File: src/rtl/plot_pkg.sv
// Shared types and constants for the plot datapath: draw-engine states,
// pixel colours and default screen geometry.
package plot_pkg;

  typedef enum logic [2:0] {
    ST_IDLE,
    ST_CLEAR,
    ST_LETTER,
    ST_GRAPH,
    ST_DONE
  } draw_state_t;

  localparam logic [2:0] BLACK = 3'd0;
  localparam logic [2:0] GREEN = 3'd2;
  localparam logic [2:0] WHITE = 3'd7;

  localparam int DEF_SCREEN_W = 160;
  localparam int DEF_SCREEN_H = 120;

endpackage

File: src/rtl/half_second_timer.sv
// Free-running refresh timer: counts 0..TICK_CYCLES-1 and flags the last
// count with a one-cycle tick.
module half_second_timer #(
  parameter int TICK_CYCLES = 25_000_000
) (
  input  logic clk,
  input  logic resetn,
  output logic tick
);

  localparam int CW = $clog2(TICK_CYCLES);
  localparam logic [CW-1:0] LAST = CW'(TICK_CYCLES - 1);

  logic [CW-1:0] count;

  always_ff @(posedge clk or negedge resetn) begin
    if (!resetn) begin
      count <= '0;
    end else if (count == LAST) begin
      count <= '0;
    end else begin
      count <= count + 1'b1;
    end
  end

  assign tick = (count == LAST);

endmodule

File: src/rtl/plot_datapath.sv
// Pixel-drawing datapath: scans the clear, letter or graph region one pixel
// per cycle on the VGA write port and pulses a done flag per finished pass.
//
// state     | meaning
// ----------+-----------------------------------------------------------
// ST_IDLE   | waiting for ld_clear / ld_letter / ld_graph (that priority)
// ST_CLEAR  | writing black over the whole screen
// ST_LETTER | writing the latched 8x8 glyph
// ST_GRAPH  | writing the latched bar level, filled from the bottom
// ST_DONE   | one cycle, raises the done flag of the pass just finished
module plot_datapath
  import plot_pkg::*;
#(
  parameter int SCREEN_W    = DEF_SCREEN_W,
  parameter int SCREEN_H    = DEF_SCREEN_H,
  parameter int TICK_CYCLES = 25_000_000,
  parameter int LETTER_X    = 8,
  parameter int LETTER_Y    = 8,
  parameter int GRAPH_X     = 40,
  parameter int GRAPH_Y     = 8,
  parameter int GRAPH_W     = 16,
  parameter int GRAPH_H     = 100
) (
  input  logic        clk,
  input  logic        resetn,
  input  logic        ld_clear,
  input  logic        ld_letter,
  input  logic        ld_graph,
  input  logic [63:0] letter_bits,
  input  logic [6:0]  level,
  output logic [7:0]  x,
  output logic [6:0]  y,
  output logic [2:0]  colour,
  output logic        plot,
  output logic        done_point5,
  output logic        done_clear,
  output logic        done_plot_letter,
  output logic        done_plot_graph
);

  localparam logic [7:0] SW_LAST = 8'(SCREEN_W - 1);
  localparam logic [6:0] SH_LAST = 7'(SCREEN_H - 1);
  localparam logic [7:0] GW_LAST = 8'(GRAPH_W - 1);
  localparam logic [6:0] GH_LAST = 7'(GRAPH_H - 1);
  localparam logic [6:0] GH      = 7'(GRAPH_H);
  localparam logic [7:0] LX      = 8'(LETTER_X);
  localparam logic [6:0] LY      = 7'(LETTER_Y);
  localparam logic [7:0] GX      = 8'(GRAPH_X);
  localparam logic [6:0] GY      = 7'(GRAPH_Y);

  draw_state_t state, state_nxt, pass;
  logic [7:0]  cx, col_last;
  logic [6:0]  cy, row_last;
  logic [63:0] bits_q;
  logic [6:0]  level_q;
  logic [5:0]  letter_idx;
  logic        scan_end;
  logic        drawing;

  half_second_timer #(.TICK_CYCLES(TICK_CYCLES)) u_timer (
    .clk    (clk),
    .resetn (resetn),
    .tick   (done_point5)
  );

  always_comb begin
    col_last = GW_LAST;
    row_last = GH_LAST;
    case (state)
      ST_CLEAR:  begin col_last = SW_LAST; row_last = SH_LAST; end
      ST_LETTER: begin col_last = 8'd7;    row_last = 7'd7;    end
      default:   ;
    endcase
  end

  assign scan_end   = (cx == col_last) && (cy == row_last);
  assign drawing    = (state == ST_CLEAR) || (state == ST_LETTER) || (state == ST_GRAPH);
  // Bit 63 is the glyph's top-left pixel, so the index runs backwards.
  assign letter_idx = 6'd63 - {cy[2:0], cx[2:0]};

  always_comb begin
    state_nxt        = state;
    plot             = 1'b0;
    x                = '0;
    y                = '0;
    colour           = BLACK;
    done_clear       = 1'b0;
    done_plot_letter = 1'b0;
    done_plot_graph  = 1'b0;
    case (state)
      ST_IDLE: begin
        if (ld_clear)       state_nxt = ST_CLEAR;
        else if (ld_letter) state_nxt = ST_LETTER;
        else if (ld_graph)  state_nxt = ST_GRAPH;
      end
      ST_CLEAR: begin
        plot = 1'b1;
        x    = cx;
        y    = cy;
        if (scan_end) state_nxt = ST_DONE;
      end
      ST_LETTER: begin
        plot   = 1'b1;
        x      = LX + cx;
        y      = LY + cy;
        colour = bits_q[letter_idx] ? WHITE : BLACK;
        if (scan_end) state_nxt = ST_DONE;
      end
      ST_GRAPH: begin
        plot   = 1'b1;
        x      = GX + cx;
        y      = GY + cy;
        // Row distance from the bottom edge; rows below the level are lit.
        colour = ((GH_LAST - cy) < level_q) ? GREEN : BLACK;
        if (scan_end) state_nxt = ST_DONE;
      end
      ST_DONE: begin
        done_clear       = (pass == ST_CLEAR);
        done_plot_letter = (pass == ST_LETTER);
        done_plot_graph  = (pass == ST_GRAPH);
        state_nxt        = ST_IDLE;
      end
      default: state_nxt = ST_IDLE;
    endcase
  end

  always_ff @(posedge clk or negedge resetn) begin
    if (!resetn) begin
      state   <= ST_IDLE;
      pass    <= ST_IDLE;
      cx      <= '0;
      cy      <= '0;
      bits_q  <= '0;
      level_q <= '0;
    end else begin
      state <= state_nxt;
      if ((state == ST_IDLE) && (state_nxt != ST_IDLE)) begin
        pass    <= state_nxt;
        cx      <= '0;
        cy      <= '0;
        bits_q  <= letter_bits;
        level_q <= (level > GH) ? GH : level;
      end else if (drawing) begin
        if (cx == col_last) begin
          cx <= '0;
          if (cy != row_last) cy <= cy + 7'd1;
        end else begin
          cx <= cx + 8'd1;
        end
      end
    end
  end

endmodule

File: config.mk
export PLATFORM = sky130hd
export DESIGN_NAME = plot_datapath
export DESIGN_NICKNAME = d
export VERILOG_FILES = /design/src/rtl/plot_pkg.sv /design/src/rtl/half_second_timer.sv /design/src/rtl/plot_datapath.sv
export SDC_FILE = /design/constraint.sdc
export NUM_CORES = 1
export LEC_CHECK = 0
export CAP_MARGIN = 10
export CORE_MARGIN = 10
export CORE_UTILIZATION = 54
export DETAILED_ROUTE_END_ITERATION = 10
export PLACE_DENSITY = 0.8
export SETUP_SLACK_MARGIN = 0.05
export SYNTH_ARGS = -nofsm -noshare
export SYNTH_HDL_FRONTEND = slang
export SYNTH_HIERARCHICAL = 1
export SYNTH_SLANG_ARGS = --single-unit
File: constraint.sdc
create_clock -name clk -period 2.3 [get_ports clk]
set_clock_uncertainty 0.05 [all_clocks]
set_input_delay 0.23 -clock clk [delete_from_list [all_inputs] [get_ports clk]]
set_output_delay 0.23 -clock clk [all_outputs]
set_load 0.01 [all_outputs]
==> Yosys cells after proc, flatten, opt, wreduce, memory -nomap -nowiden <==
Index checks and enable logic that the tools add are counted.
{ "totals": {"input_bits": 76, "register_bits": 117, "wordCells": 68, "output_inout_bits": 23} }
{ "classes": {"n_reduce_logical": 12, "muxes": 27, "n_lt_le_gt_ge": 3, "add_sub_neg": 8, "n_eq_ne": 11} }
{ "op_table": {"columns": ["operator", "n"], "rows": [
  ["7-bit 2-to-1 mux", 5],
  ["7-bit case mux with 2 select lines", 2],
  ["25-bit by 1-bit adder with 25-bit output (second input constant)", 1],
  ["25-bit == test (second input constant)", 1],
  ["25-bit 2-to-1 mux", 1],
  ["8-bit 2-to-1 mux", 3],
  ["8-bit case mux with 3 select lines", 1],
  ["8-bit case mux with 2 select lines", 1],
  ["3-bit 2-to-1 mux", 5],
  ["3-bit by 2-bit == test with 1-bit output (second input constant)", 4],
  ["3-bit case mux with 2 select lines", 2],
  ["4-bit by 8-bit adder with 8-bit output (first input constant)", 1],
  ["6-bit by 8-bit adder with 8-bit output (first input constant)", 1],
  ["8-bit by 1-bit adder with 8-bit output (second input constant)", 1],
  ["8-bit == test", 1],
  ["4-bit by 7-bit adder with 7-bit output (first input constant)", 1],
  ["7-bit by 1-bit adder with 7-bit output (second input constant)", 1],
  ["7-bit == test", 1],
  ["7-bit greater-than comparator (second input constant)", 1],
  ["6-bit by 7-bit less-than comparator with 1-bit output (second input constant)", 1],
  ["7-bit less-than comparator", 1],
  ["7-bit inequality test", 1],
  ["7-bit subtractor (first input constant)", 1],
  ["1-bit binary-select mux with 6-bit select", 1],
  ["other kinds (13)", 22]
]} }

==> Depth between registers and ports, before layout <==
Gate-level depths: netlist (run 1).
{ "logic_depth": {"word_depth": 10, "mapped_depth": 9, "depth_no_buf": 8} }

==> Cells and area by module <==
The synthesis (run 1) kept the hierarchy.
{ "modules_own_cells": {"columns": ["module", "seq_area_each_um2", "n_inst", "cells_per_inst", "area_each_um2"], "rows": [
  ["plot_datapath", 2302.2, 1, 575, 5023.6],
  ["half_second_timer", 625.6, 1, 129, 1315.0]
]} }

==> Worst setup path before layout (run 1) <==
OpenSTA, ideal clock, no wires.
{ "synth_timing": {"kind": "register to output", "startpoint": "register cx[0]", "endpoint": "output port colour[1]", "required_time_ns": 2.020, "setup_slack_ns": 0.051, "path_buffers": 1, "stages_incl_launch_ff": 8, "arrival_ns": 1.969, "path_cell_list": "dfrtp_1 buf_6 mux4_1 mux2_2 nand3_1 nand4_1 a32o_1 a31o_1"} }
{ "synth_via": {"elab_chain_len": 5} }
{ "synth_rtl": {"columns": ["item", "line_no", "source"], "rows": [
  ["start, declared", "plot_datapath.sv:52", "logic [7:0] cx, col_last;"],
  ["start signal, assigned", "plot_datapath.sv:148", "cx <= cx + 8'd1;"],
  ["6-bit subtractor", "plot_datapath.sv:79", "assign letter_idx = 6'd63 - {cy[2:0], cx[2:0]};"],
  ["1-bit binary-select mux with 6-bit select", "plot_datapath.sv:106", "colour = bits_q[letter_idx] ? WHITE : BLACK;"],
  ["1-bit 2-to-1 mux (not written as such)", "plot_datapath.sv:106", null],
  ["3-bit 2-to-1 mux", "plot_datapath.sv:106", null],
  ["3-bit case mux with 2 select lines", "plot_datapath.sv:90", "case (state)"],
  ["end, declared", "plot_datapath.sv:33", "output logic [2:0] colour,"]
]} }
No other way between the ends. The select of a mux whose other input is x is not followed.

==> Worst setup path in the final report (run 1) <==
Ends and elaborated chain as after synthesis.

==> impl_results.md, run 1 <==
* Reg2Reg Launch Point: state[2]
* Final worst-path cycle share at 124.1%
* Power density over the cells at between 500 and 600 nW/um^2
* Final HPWL from detailed placement at 12.59 mm
* Number of nets produced by synthesis at approximately 800
* Crit path buffers/inverters at 2
* Source-to-sink clock delay at the later pin of the worst-skew pair at 0.42 ns
* Core Area at 11470 sq um
* Library cells used by synthesis at 62
* Antenna diode count at 0
* First-pass GRT wire length at approximately 30 mm
* GP Congestion at 0.8617
* Number of iterations in the first detailed-routing pass at 5
* Floorplan die area at 16470 sq um
* Number of vias per cell at 5.865
* Total routing resource utilization after global routing at 22.50%
* CTS root buffer: sky130_fd_sc_hd__clkbuf_16
* Max-Cap Viols at 0
* Static leakage at 4.278 nW
* Remaining design rule violation count at 0
* Detailed-route via count at 5947
* Slowest cell delay on critical path at ~0.50 ns
* Hold/Removal Path Class: input pin to asynchronous set/reset pin
* CP cell instances: buf_12 > mux4_2 > mux2_4 > nand3_1 > nand4_1 > a32o_2 > a31o_1 > buf_2
* Count of placed standard cells including taps at 960
* X dimension of the die at 128.3 um
* Post-detailed-route wirelength per cell at ~19 um
* Most common flop cell mapped by yosys: sky130_fd_sc_hd__dfrtp_1
* Final setup violating endpoints at 13
* #FFs+latches synth at between 100 and 150
* Stages on worst setup path at 8
* Status: finished with violations
* Clock input transition at the sequential cells of the worst setup and hold paths at roughly 0.060 ns
* Mapped cell area at 6339 sq um
* Maximum vdd drop at 0.4125 mV
* Standard-cell rows at 39
* Termination of the worst setup path: colour[1]
* CP Launch Type: flip-flop
* Die extent in y at about 130 um
* Violations in the final reports: setup timing
* H-tree Lvls at 4
* IO Count at between 90 and 100
* Cell Count, Final, Fillers Out at 1014
* Area growth, synth to finish at 39.54%
* Num Clock Sinks at 117
* Dominant cell type by area after synthesis: sky130_fd_sc_hd__dfrtp_1
* Total power at between 5 and 6 mW
* Starting utilization of the core area at 55.28%
* Vias in the first global route at 6099
* DRC marker count from the first detailed-route iteration at 553
* Number of antenna violations at the first check in global routing at 0
* YS warnings at 6
* Share of synthesized area occupied by flip-flops and latches at 46.19%
* Total Routed Length at a little under 20 mm
* Share of async-settable or async-resettable flops after synthesis at 100.0%
* Crit path max-delay cell type: sky130_fd_sc_hd__mux4_2
* Endpoint type of the worst setup path: output port
* Number of enable-type register cells in the synthesized netlist at 0
* Clock tree from TritonCTS: done
* Slew Limit Headroom at 53.29%
* Crit path max-delay family: multiplexers
* Required time reported for the critical path endpoint at 2.02 ns
* Largest net degree at the start of global routing at 75
* CP Max Fanout at 7
* Number of antenna-violating nets in the routed design at 0
* Final hold violation count at 0
* Fin nets at 949
* Tmin final at 2.853 ns
* Category of the critical setup timing path: flip-flop to output port
* Worst R2R Path Depth at 8
* Port-buffer cells at a little under 100
* Highest achievable clock rate at 350.5 MHz
* Global-route congestion overflow total at 0
* Mapped Cells at 704
* Average size of a mapped cell at 9.004 sq um
* Clock Path Buffers at 2
* Fraction of layout cells with a size suffix above 1 at 22.62%
* Proportion of netlist area held by the largest area contributor at 46.19%
* Max-slew violation count at 0
* Arrival @ worst endpoint at 2.57 ns
* Transition time at the pin with the least slew margin at between 0.7 and 0.8 ns
* Critical R2R Capture: cy[6]
* Slack of the critical path at -0.5533 ns
* Reg2reg setup slack at -0.10 ns
* Worst setup path startpoint: cx[0]
* Setup repair after global routing missed its margin: yes
* Top area cells in the synthesized netlist: sky130_fd_sc_hd__dfrtp_1 (46%), sky130_fd_sc_hd__nand2_1 (14%), sky130_fd_sc_hd__mux4_1 (3.7%), sky130_fd_sc_hd__mux2i_1 (3.2%), sky130_fd_sc_hd__ha_1 (3.0%)
* Total clock buffers created by CTS at 17
==> cells in the final DEF, fill, tap and decap left out, types with 5 or more instances in the layout <==
master,count
sky130_fd_sc_hd__xnor2_1,17
sky130_fd_sc_hd__dfrtp_1,117
sky130_fd_sc_hd__clkdlybuf4s15_1,6
sky130_fd_sc_hd__buf_6,10
sky130_fd_sc_hd__a21oi_1,13
sky130_fd_sc_hd__nand4_1,13
sky130_fd_sc_hd__a21oi_2,5
sky130_fd_sc_hd__nor2_1,36
sky130_fd_sc_hd__and2_1,9
sky130_fd_sc_hd__mux4_2,9
sky130_fd_sc_hd__nand3_1,20
sky130_fd_sc_hd__clkbuf_16,17
sky130_fd_sc_hd__buf_2,10
sky130_fd_sc_hd__bufinv_16,5
sky130_fd_sc_hd__mux2i_1,18
sky130_fd_sc_hd__clkdlybuf4s50_1,74
sky130_fd_sc_hd__xor2_1,8
sky130_fd_sc_hd__and3_1,5
sky130_fd_sc_hd__a22oi_1,5
sky130_fd_sc_hd__nor4_1,5
sky130_fd_sc_hd__buf_12,6
sky130_fd_sc_hd__nor3_1,8
sky130_fd_sc_hd__ha_1,13
sky130_fd_sc_hd__nand2_1,236
sky130_fd_sc_hd__buf_4,62
sky130_fd_sc_hd__o21ai_0,19
sky130_fd_sc_hd__inv_1,11
==> layer usage <==
metal	GRT usage [%]	wire, um	part of all wire (%)
met1	26.71	7561	39
met2	37.27	9536	49
met3	5.791	1421	7.4
met4	10.99	783	4.1
met5	0	0	0
==> worst reg2reg max path: cells and delay by family (launching register included) <==
kind            cells  cell delay (ns)
flops               1             0.40
simple gates        3             1.04
buf+inv             2             0.30
mux                 1             0.22
compound gates      2             0.32
==> worst min-delay path by stage <==
stage / from / end / slack (ns) / cells past startpoint
after CTS: resetn / level_q[5] / 0.25 / 2
after floorplan: resetn / bits_q[0] / -0.12 / 0
after detailed placement: resetn / level_q[5] / 0.14 / 1
final: resetn / level_q[5] / 0.23 / 2
after global routing: resetn / level_q[5] / 0.27 / 2
after global placement: resetn / level_q[5] / 0.13 / 1
==> per-stage QoR <==
| step | cell area (sq um) | setup TNS, ns | setup WS (ns) | hold slack (ns) | utilization [%] |
|---|---|---|---|---|---|
| 6_report | 8845 | -2.507 | -0.5533 | 0.2329 | 77.13 |
| 5_1_grt | 8845 | -3.410 | -0.5983 | 0.2698 | 77.13 |
| 4_1_cts | 8655 | -1.847 | -0.5456 | 0.2470 | 75.47 |
| 3_5_place_dp | 7815 | -1.852 | -0.4994 | 0.1391 | 68.15 |
| 3_3_place_gp | 7815 | -1.456 | -0.4838 | 0.1325 | 68.15 |
| 2_1_floorplan | 6339 | 0 | 0.05088 | -0.1156 | - |
==> cells in the mapped netlist (11+ instances only) <==
master / n
sky130_fd_sc_hd__mux2i_1: 20
sky130_fd_sc_hd__dfrtp_1: 117
sky130_fd_sc_hd__inv_1: 11
sky130_fd_sc_hd__a21oi_1: 17
sky130_fd_sc_hd__xnor2_1: 20
sky130_fd_sc_hd__nand2_1: 241
sky130_fd_sc_hd__clkbuf_1: 29
sky130_fd_sc_hd__o21ai_0: 22
sky130_fd_sc_hd__nand3_1: 20
sky130_fd_sc_hd__nor2_1: 39
sky130_fd_sc_hd__and2_1: 11
sky130_fd_sc_hd__ha_1: 15
sky130_fd_sc_hd__nand4_1: 13
==> area by class of cell <==
type,instances,area [sq um]
Sequential cell,117,2928
Inverter,11,41.29
Clock buffer,20,456.7
Fill cell,707,2623
Timing Repair Buffer,178,1638
Tap cell,143,178.9
Multi-Input combinational cell,533,3401
Clock inverter,12,201.4
==> kinds of logic (layout without fill, tap and decap cells) <==
family / Yosys count / after routing / synth area share, %
AOI/OAI and AO/OA: 77 / 77 / 7.896
xor gates and xnor gates: 29 / 29 / 4.007
adders and majority gates: 15 / 15 / 2.961
buffers and inverters: 54 / 221 / 3.869
DFF: 117 / 117 / 46.19
muxes: 34 / 34 / 7.955
and+or+nand+nor: 378 / 378 / 27.12
==> registers in the layout (all words and copies together) (netlist names) <==
| signal | count |
|---|---|
| bits_q | 64 |
| u_timer/count | 25 |
| cx | 8 |
| cy | 7 |
| level_q | 7 |
| pass | 3 |
| state | 3 |
==> where the power goes <==
part,switching (mW),internal [mW],leakage (nW)
Sequential,0,2.06,1.52
Combinational,0.0708,0.120,2.44
Clock,0.970,1.98,0.316
==> what timing repair did <==
| action | 4_1_cts | 5_1_grt |
|---|---|---|
| setup endpoints to repair | 30 | 27 |
| gates cloned | 0 | 1 |
| hold buffers | 1 | 0 |
| setup buffers | 9 | 11 |
| pin swaps | 19 | 25 |
| endpoints found under the hold margin | 29 | 0 |
| gates resized for setup | 98 | 50 |
(Power assumes the default switching activity.)
==> inputs of run 2 (changes only) <==
==> constraint.sdc (replaced) <==
create_clock -name clk -period 2.3 [get_ports clk]
set_clock_uncertainty 0.05 [all_clocks]
set_input_delay 0.575 -clock clk [delete_from_list [all_inputs] [get_ports clk]]
set_output_delay 0.575 -clock clk [all_outputs]
set_load 0.01 [all_outputs]
==> impl_results.md, run 2 (synthesis gave the netlist of run 1 again) <==
* Total Routed Length at 21.04 mm
* Vias in the first global route at approximately 6500
* Endpoint type of the worst setup path: output port
* Commonest cells after routing, fill and taps aside: sky130_fd_sc_hd__nand2_1 (237), sky130_fd_sc_hd__dfrtp_1 (117), sky130_fd_sc_hd__buf_4 (92)
* Fin nets at a little under 1000
* Final worst-path cycle share at 140.3%
* Clock tree from TritonCTS: done
* H-tree Lvls at 4
* Clk pwr share at between 50% and 60%
* Transition time at the pin with the least slew margin at 0.6555 ns
* Hold/Removal Path Class: input pin to asynchronous set/reset pin
* Die extent in y at 128.3 um
* Switching Share at 20.73%
* Net Switching at between 1 and 1.5 mW
* Final hold violation count at 0
* Number of buffers inserted for hold repair after clock tree synthesis at 0
* CTS root buffer: sky130_fd_sc_hd__clkbuf_16
* X dimension of the die at between 100 and 150 um
* Starting utilization of the core area at 55.28%
* IO Count at between 90 and 100
* DRC marker count from the first detailed-route iteration at 662
* Area growth, synth to finish at 45.70%
* Count of placed standard cells including taps at 986
* Port-buffer cells at slightly below 100
* Cell Count, Final, Fillers Out at 1053
* Category of the critical setup timing path: flip-flop to output port
* Final setup violating endpoints at 20
* Leading registers by flop count: bits_q x64, u_timer/count x25, cx x8
* Number of antenna-violating nets in the routed design at 0
* CP Max Fanout at 4
* Internal Dissipation at roughly 4.0 mW
* Standard-cell rows at 39
* Num Clock Sinks at 117
* Total routing resource utilization after global routing at 24.30%
* GP Congestion at 0.8961
* Commonest non-fill, non-tap cell in the layout: sky130_fd_sc_hd__nand2_1
* CP Launch Type: flip-flop
* Arrival @ worst endpoint at 2.60 ns
* Highest achievable clock rate at a little over 300 MHz
* Largest register by flop count: bits_q
* Final HPWL from detailed placement at 12.86 mm
* Maximum vdd drop at 0.4404 mV
* Largest register FFs at 64
* Number of antenna violations at the first check in global routing at 0
* Clock input transition at the sequential cells of the worst setup and hold paths at 0.06 ns
* Max-slew violation count at 0
* Sum of negative setup slack at -5.279 ns
* Global-route congestion overflow total at 0
* Source-to-sink clock delay at the later pin of the worst-skew pair at 0.41 ns
* Antenna diode count at 0
* Slack of the critical path at -0.9278 ns
* Floorplan die area at about 16000 sq um
* Status: finished with violations
* Detailed-route via count at a little over 6000
* Remaining design rule violation count at 0
* Violations in the final reports: setup timing
* Fraction of power consumed by combinational cells at about 3.8%
* Clock Path Buffers at 2
* Total clock buffers created by CTS at 17
* Total power at about 5 mW
* Largest net degree at the start of global routing at 49
* Max-Cap Viols at 0
* Required time reported for the critical path endpoint at 1.67 ns
* Post-detailed-route wirelength per cell at 19.98 um
* Static leakage at 4.513 nW
* Number of vias per cell at around 5.9
* Core Area at 11470 sq um
* Power density over the cells at 553.1 nW/um^2
* Slew Limit Headroom at a little under three fifths
* Register share of total power at 40.3%
* Tmin final at 3.228 ns
* Setup repair after global routing missed its margin: yes
* First-pass GRT wire length at 32.26 mm
* Number of iterations in the first detailed-routing pass at 6
* Fraction of layout cells with a size suffix above 1 at 27.03%
run 2: layer usage:
layer / track usage, % / part of all wire, % / wire (um)
met3: 6.119 / 6.4 / 1348
met4: 11.32 / 3.9 / 828
met2: 41.43 / 51 / 10690
met5: 0 / 0 / 0
met1: 28.15 / 39 / 8170
run 2: critical path: stages (launching register included):
cell and delay, ns:
sky130_fd_sc_hd__dfrtp_1 0.39, sky130_fd_sc_hd__buf_6 0.12, sky130_fd_sc_hd__buf_16 0.11, sky130_fd_sc_hd__buf_4 0.12, sky130_fd_sc_hd__mux4_1 0.57, sky130_fd_sc_hd__mux2i_1 0.19, sky130_fd_sc_hd__a211oi_2 0.10, sky130_fd_sc_hd__a32o_2 0.27
sky130_fd_sc_hd__a31o_1 0.19, sky130_fd_sc_hd__buf_2 0.13
run 2: power by group through the flow:
stage | sequential, mW | combinational [mW] | clock, mW
2_1_floorplan | 2.10 | 0.00699 | 0
3_3_place_gp | 2.10 | 0.188 | 0
3_5_place_dp | 2.10 | 0.191 | 0
4_1_cts | 2.06 | 0.193 | 2.86
5_1_grt | 2.06 | 0.206 | 2.95
6_report | 2.06 | 0.193 | 2.86
run 2: timing repair:
item | in CTS | in global routing
gates cloned | 2 | 0
pin swaps | 29 | 22
setup buffers | 22 | 15
gates resized for setup | 130 | 52
setup endpoints to repair | 32 | 34
run 2: stage by stage:
stage,util [%],setup slack (ns),hold WS [ns],cell area [sq um]
finish,80.53,-0.9278,0.01343,9235
global route,80.53,-0.9971,0.01733,9235
floorplan,-,-0.2440,0.2294,6344
global placement,70.19,-0.7347,0.4007,8049
detailed placement,70.19,-0.8294,0.4065,8049
CTS,78.58,-0.9007,0.01162,9011
run 2: path summary, 6_finish.rpt:
| path | from | end | slack, ns | cells past startpoint |
|---|---|---|---|---|
| worst max-delay path | cx[0] | colour[1] | -0.93 | 9 |
| worst min-delay path | resetn | level_q[5] | 0.01 | 1 |
| worst max register to register | state[2] | cy[3] | -0.13 | 10 |
| worst min register to register | bits_q[46] | bits_q[46] | 0.43 | 2 |
| max in group asynchronous | resetn | bits_q[23] | 1.53 | 2 |
| min in group clk | bits_q[46] | bits_q[46] | 0.43 | 2 |
run 2: final cells by class:
| class | count | area, sq um |
|---|---|---|
| multi-input combinational | 533 | 3437 |
| clock inverter | 12 | 177.7 |
| clock buffer | 20 | 456.7 |
| tap | 143 | 178.9 |
| fill | 642 | 2232 |
| timing repair buffer | 217 | 2016 |
| sequential | 117 | 2928 |
| inverter | 11 | 41.29 |
